[config.mk]
export PLATFORM = sky130hd
export DESIGN_NAME = apb_access_guard
export DESIGN_NICKNAME = d
export VERILOG_FILES = /design/src/rtl/apb_guard_pkg.sv /design/src/rtl/apb_region_dec.sv /design/src/rtl/apb_access_guard.sv
export SDC_FILE = /design/constraint.sdc
export NUM_CORES = 1
export LEC_CHECK = 0
export BUFFER_PORTS_ARGS = -buffer_cell sky130_fd_sc_hd__buf_2
export CAP_MARGIN = 10
export CORE_ASPECT_RATIO = 0.75
export CORE_MARGIN = 2
export CORE_UTILIZATION = 48
export DETAILED_ROUTE_END_ITERATION = 8
export PLACE_DENSITY = 0.76
export SLEW_MARGIN = 10
export SYNTH_ARGS = -nofsm -noshare
export SYNTH_HDL_FRONTEND = slang
export SYNTH_HIERARCHICAL = 1
export SYNTH_SLANG_ARGS = --single-unit
[constraint.sdc]
create_clock -name pclk -period 1.97 [get_ports pclk]
set_input_delay 0.394 -clock pclk [delete_from_list [all_inputs] [get_ports pclk]]
set_output_delay 0.394 -clock pclk [all_outputs]
set_load 0.01 [all_outputs]
[src/rtl/apb_guard_pkg.sv]
// rtl/apb_guard_pkg.sv - shared types and constants for the APB access guard
package apb_guard_pkg;

  typedef struct packed {
    logic wp;
    logic misalign;
    logic oob;
  } err_code_t;

  typedef enum logic [1:0] {
    IDLE,
    SETUP,
    ACCESS
  } guard_state_t;

  localparam int ERR_OOB = 0;
  localparam int ERR_MIS = 1;
  localparam int ERR_WP  = 2;

endpackage

[src/rtl/apb_region_dec.sv]
// rtl/apb_region_dec.sv - combinational region match and error-code decode for one APB address
module apb_region_dec
  import apb_guard_pkg::*;
#(
  parameter int                      ADDR_W        = 32,
  parameter int                      DATA_W        = 64,
  parameter int                      NUM_REGIONS   = 2,
  parameter logic [ADDR_W-1:0]       REGION_BASE [NUM_REGIONS] = '{32'h0000_0000, 32'h0001_0000},
  parameter int unsigned             REGION_SIZE_K [NUM_REGIONS] = '{64, 64},
  parameter logic [NUM_REGIONS-1:0]  REGION_RO     = 2'b10,
  parameter int                      IDX_W         = (NUM_REGIONS > 1) ? $clog2(NUM_REGIONS) : 1
) (
  input  logic [ADDR_W-1:0] paddr_i,
  input  logic              pwrite_i,
  output err_code_t         code_o,
  output logic [IDX_W-1:0]  match_idx_o
);

  // Extra 11 bits keep base + size*1024 from wrapping at the top of the address space.
  localparam int                EW         = ADDR_W + 11;
  localparam logic [ADDR_W-1:0] ALIGN_MASK = ADDR_W'(DATA_W / 8 - 1);

  logic [EW-1:0] addr_ext;
  logic [EW-1:0] lo;
  logic [EW-1:0] hi;
  logic          hit;
  logic          ro;

  assign addr_ext = EW'(paddr_i);

  always_comb begin
    hit         = 1'b0;
    ro          = 1'b0;
    lo          = '0;
    hi          = '0;
    match_idx_o = '0;
    // Walk from the top index down so the lowest-index match is the one left standing.
    for (int i = NUM_REGIONS - 1; i >= 0; i--) begin
      lo = EW'(REGION_BASE[i]);
      hi = lo + (EW'(REGION_SIZE_K[i]) << 10);
      if (addr_ext >= lo && addr_ext < hi) begin
        hit         = 1'b1;
        ro          = REGION_RO[i];
        match_idx_o = IDX_W'(i);
      end
    end
  end

  always_comb begin
    code_o          = '0;
    code_o.oob      = !hit;
    code_o.misalign = (paddr_i & ALIGN_MASK) != '0;
    code_o.wp       = pwrite_i & hit & ro;
  end

endmodule

[src/rtl/apb_access_guard.sv]
// rtl/apb_access_guard.sv - APB guard: blocks out-of-window, misaligned and write-protected
// transfers, completes them locally with pslverr and logs them.
module apb_access_guard
  import apb_guard_pkg::*;
#(
  parameter int                      ADDR_W        = 32,
  parameter int                      DATA_W        = 64,
  parameter int                      NUM_REGIONS   = 2,
  parameter logic [ADDR_W-1:0]       REGION_BASE [NUM_REGIONS] = '{32'h0000_0000, 32'h0001_0000},
  parameter int unsigned             REGION_SIZE_K [NUM_REGIONS] = '{64, 64},
  parameter logic [NUM_REGIONS-1:0]  REGION_RO     = 2'b10,
  parameter int                      CNT_W         = 16
) (
  input  logic              pclk,
  input  logic              presetn,
  input  logic              psel,
  input  logic              penable,
  input  logic              pwrite,
  input  logic [ADDR_W-1:0] paddr,
  output logic              pready,
  output logic              pslverr,
  output logic              s_psel,
  output logic              s_penable,
  input  logic              s_pready,
  input  logic              s_pslverr,
  input  logic              err_clr,
  output logic [2:0]        err_status,
  output logic              err_valid,
  output logic [ADDR_W-1:0] err_addr,
  output logic [2:0]        err_code,
  output logic              err_write,
  output logic [CNT_W-1:0]  err_count
);

  localparam int IDX_W = (NUM_REGIONS > 1) ? $clog2(NUM_REGIONS) : 1;

  err_code_t          code;
  logic [IDX_W-1:0]   unused_match_idx;

  guard_state_t       state_q, state_d;
  err_code_t          err_q;
  logic [ADDR_W-1:0]  addr_q;
  logic               write_q;

  logic [2:0]         status_q, status_d;
  logic               valid_q, valid_d;
  logic [ADDR_W-1:0]  eaddr_q, eaddr_d;
  err_code_t          ecode_q, ecode_d;
  logic               ewrite_q, ewrite_d;
  logic [CNT_W-1:0]   count_q, count_d;

  logic               setup_now;
  logic               access_now;
  logic               guard_err;
  logic               guard_done;

  apb_region_dec #(
    .ADDR_W        (ADDR_W),
    .DATA_W        (DATA_W),
    .NUM_REGIONS   (NUM_REGIONS),
    .REGION_BASE   (REGION_BASE),
    .REGION_SIZE_K (REGION_SIZE_K),
    .REGION_RO     (REGION_RO),
    .IDX_W         (IDX_W)
  ) u_dec (
    .paddr_i     (paddr),
    .pwrite_i    (pwrite),
    .code_o      (code),
    .match_idx_o (unused_match_idx)
  );

  // state_q is the phase of the previous cycle; the current phase follows from it and the bus.
  assign setup_now  = psel & !penable;
  assign access_now = psel & penable & (state_q == SETUP || state_q == ACCESS);
  assign guard_err  = err_q != '0;
  assign guard_done = access_now & guard_err;

  assign s_psel    = psel & (setup_now ? (code == '0) : (access_now & !guard_err));
  assign s_penable = penable & s_psel;
  assign pready    = access_now & (guard_err | s_pready);
  assign pslverr   = access_now & (guard_err | s_pslverr);

  always_comb begin
    state_d = IDLE;
    if (setup_now) begin
      state_d = SETUP;
    end else if (access_now && !pready) begin
      state_d = ACCESS;
    end
  end

  // A clear in the same cycle as a completion is applied first, then the new error is logged.
  always_comb begin
    status_d = err_clr ? '0 : status_q;
    valid_d  = err_clr ? 1'b0 : valid_q;
    eaddr_d  = err_clr ? '0 : eaddr_q;
    ecode_d  = err_clr ? '0 : ecode_q;
    ewrite_d = err_clr ? 1'b0 : ewrite_q;
    count_d  = err_clr ? '0 : count_q;
    if (guard_done) begin
      status_d = status_d | err_q;
      if (count_d != '1) begin
        count_d = count_d + CNT_W'(1);
      end
      if (!valid_d) begin
        valid_d  = 1'b1;
        eaddr_d  = addr_q;
        ecode_d  = err_q;
        ewrite_d = write_q;
      end
    end
  end

  always_ff @(posedge pclk or negedge presetn) begin
    if (!presetn) begin
      state_q  <= IDLE;
      err_q    <= '0;
      addr_q   <= '0;
      write_q  <= 1'b0;
      status_q <= '0;
      valid_q  <= 1'b0;
      eaddr_q  <= '0;
      ecode_q  <= '0;
      ewrite_q <= 1'b0;
      count_q  <= '0;
    end else begin
      state_q <= state_d;
      if (setup_now) begin
        err_q   <= code;
        addr_q  <= paddr;
        write_q <= pwrite;
      end
      status_q <= status_d;
      valid_q  <= valid_d;
      eaddr_q  <= eaddr_d;
      ecode_q  <= ecode_d;
      ewrite_q <= ewrite_d;
      count_q  <= count_d;
    end
  end

  assign err_status = status_q;
  assign err_valid  = valid_q;
  assign err_addr   = eaddr_q;
  assign err_code   = {ecode_q.wp, ecode_q.misalign, ecode_q.oob};
  assign err_write  = ewrite_q;
  assign err_count  = count_q;

endmodule

==> run metrics <==
status finished, violations left; failing checks setup timing; worst min path class input pin to async pin; Final Max Tran Viols 0; R2R Path End err_count[15]; IO Pins 100; critical path launch point type flip-flop; Core Rows 28; clock root buffer clkbuf_8; pre-CTS setup slack -0.2349 ns; grt ovf 0; CTS buffer count 9; Die ar. between 0.008 and 0.009 sq mm; Leakage 2.447 nW; Syn Std Cell Area ~0.004 sq mm; vias post-DR 3102; WP data required 1.58 ns; routability cong. between 0.8 and 0.9; Peak Freq 506.1 MHz; flops & latches, synth 94; Worst EP arrival about 1.6 ns; R2R cell count 7; Synth Area per Inst 11.06 sq um; max-cap check violation count 0; final std cells w/o fill 593; wirelength, routed 9151 microns; largest net degree at the start of global routing 71; Clock Latency Late Sink 0.34 ns; Seq pwr share 54.7%; CTS HTree Levels 3; CTS sink count 94; Synth-to-Final Area Change 29.42%; Combinational Power Share 10.3%; Crit Path Max Fanout 4; Final WS setup -0.005709 ns; clock share of power about a third; max_slew headroom 68.24%; synth top area cells dfrtp_1, mux2_2, nand2_1; Unique masters post-synth 43; Antenna Cells 0; Die X 108.9 microns; clock period minus worst slack 1.976 ns; Pre-Repair DR Iteration Count 6; Setup crit end kind primary output; wire per inst 15.43 microns; residual DRC count 0; power per cell area 764.7 mW/mm^2; syn_nets 399; Ys Warns 6; initial antenna violation count 0; CTS Hold Bufs 0; first-pass GRT wire length approximately 15000 microns; worst-margin pin slew about 0.48 ns; CTS clk-pin slew, worst paths 0.08 ns; Util after Layout between 60 and 70%; Post-synth EDFFs 0; sequential cell area fraction in the yosys report 59.42%; critical path type flip-flop to primary output; Psw about 0.90 mW; unrepaired setup endpoints after global routing true; GRT Total Usage 21.40%; switching part of the total 22.99%; setup violators final 1; Placeable Area ~0.0080 sq mm; grt met2 use 34.66%; Vias/cell 5.231; Yosys top cell area share 59.42%; vias in the first global route 2994; most used routing layer met2; initial core utilization 49.78%; Fin Hold WS 0.00004952 ns; Max VDD drop 0.4387 mV; Reg-to-Reg Start err_count[1]; Post-DP HPWL just over 6000 microns; buffers added on ports 99; Power Internal 3.017 mW; TritonCTS clock tree done; CTS max path bufs 2; Max Clock Skew ~0.0080 ns; ANT nets after route 0; Syn Inst Count 358; share of layout cells above drive strength 1 41.39%; Yosys top cell by area dfrtp_1; # nets final 524; Die Y ~83 microns; flop2flop setup slack roughly 0.09 ns; Top FF cell, synth dfrtp_1; met1 Use GR between 20% and 30%; fillers 639; met3 GRT Util slightly above 6%; Synth async-reset ratio 100.0%; fin crit share 100.3%; Initial DRC Count 109; Placed Cells roughly 570; final hold violation count 0
-- cells in the final DEF (no fill, tap or decap), types with 2 or more instances in the layout --
cell,synthesis,layout
nand3_1,6,5
mux2_2,37,37
buf_4,0,30
dfrtp_1,94,94
buf_12,0,3
clkbuf_8,0,10
nor3_1,3,2
and2_1,3,3
o31ai_1,5,5
xor2_1,3,2
buf_6,0,2
nor2_1,13,9
or4_1,5,5
and4_1,3,3
nor4_4,1,2
buf_2,3,96
nand2_1,80,80
clkbuf_1,11,3
a22o_1,2,2
bufinv_16,0,2
a21oi_1,6,6
and3_1,3,2
inv_1,3,3
nor2_4,0,4
nand4_1,4,4
or3_1,3,2
xnor2_1,5,5
o21ai_0,38,38
-- power by group through the flow --
stage          sequential [mW]  combinational [mW]  clock [mW]
4_1_cts                   2.14               0.405        1.41
3_3_place_gp              2.17               0.379           0
2_1_floorplan             2.18               0.180           0
3_5_place_dp              2.18               0.394           0
6_report                  2.14               0.403        1.37
5_1_grt                   2.16               0.444        1.49
-- cell families after synthesis --
logic type / Yosys count / share of synthesized area [%]
and+or+nand+nor: 139 / 17.64
DFF: 94 / 59.42
AOI/OAI and AO/OA: 56 / 7.902
muxes: 38 / 10.78
buffers and inverters: 22 / 2.180
xor gates and xnor gates: 8 / 1.770
adders and majority gates: 1 / 0.3160
-- state kept, by name, indices dropped and copies added, names as in the netlist, 2 cells and up --
register and cells:
addr_q 32, err_addr 32, err_count 16, err_code 3, err_q 3, err_status 3
state_q 2
-- worst max-delay path, cell delays in order (launching register included) --
cell and delay [ns]:
dfrtp_1 0.41, xor2_2 0.20, buf_4 0.15, nand2_1 0.15, nor2_4 0.06, a21o_1 0.15, buf_2 0.13
-- synthesized netlist by cell type, types with 3 or more instances --
master and number:
nand3_1 6, nand2_1 80, or4_1 5, inv_1 3, and3_1 3, xnor2_1 5, buf_1 4, clkbuf_1 11
and4_1 3, dfrtp_1 94, mux2_2 37, and2_1 3, nor3_1 3, nand4_1 4, buf_2 3, or3_1 3
a21oi_1 6, o21ai_0 38, nor2b_1 3, o31ai_1 5, nor2_1 13, xor2_1 3
-- how the worst max path moves through the flow --
stage	startpoint	to	cells past startpoint
detailed placement	paddr[27]	s_psel	7
CTS	err_q[0]	s_psel	5
finish	state_q[1]	s_psel	6
floorplan	err_count[0]	err_count[10]	6
global placement	paddr[27]	s_psel	7
global route	paddr[30]	s_psel	7
-- what timing repair did --
action,CTS,global route
pin swaps,4,1
setup buffers,2,2
endpoints found under the setup margin,4,12
resized for setup,10,10
endpoints found under the hold margin,0,0
-- layer usage --
metal  vias up  part of all wire [%]
met3        11                   5.8
met4         0                   1.3
met1      1518                    45
met2        86                    48
met5         -                     0
li1       1487                     -
-- metrics by stage --
stage,setup TNS [ns],power [mW],area (sq um)
after floorplan,0,2.361,3959
after global placement,-0.2287,2.550,4787
after detailed placement,-0.3528,2.575,4787
after CTS,0,3.959,5070
after global routing,-0.2049,4.097,5124
final,-0.005709,3.918,5124
-- area by class of cell --
class	instances	area, sq um	share of cell area [%]
multi-input cells	242	1605	31.33
clock buffers	13	148.9	2.906
flip-flops and latches	94	2352	45.91
inverters	4	15.01	0.2930
well taps	105	131.4	2.564
repair buffers	132	803.3	15.68
clock inverters	3	67.56	1.319
Power figures use the tool's default switching activity.
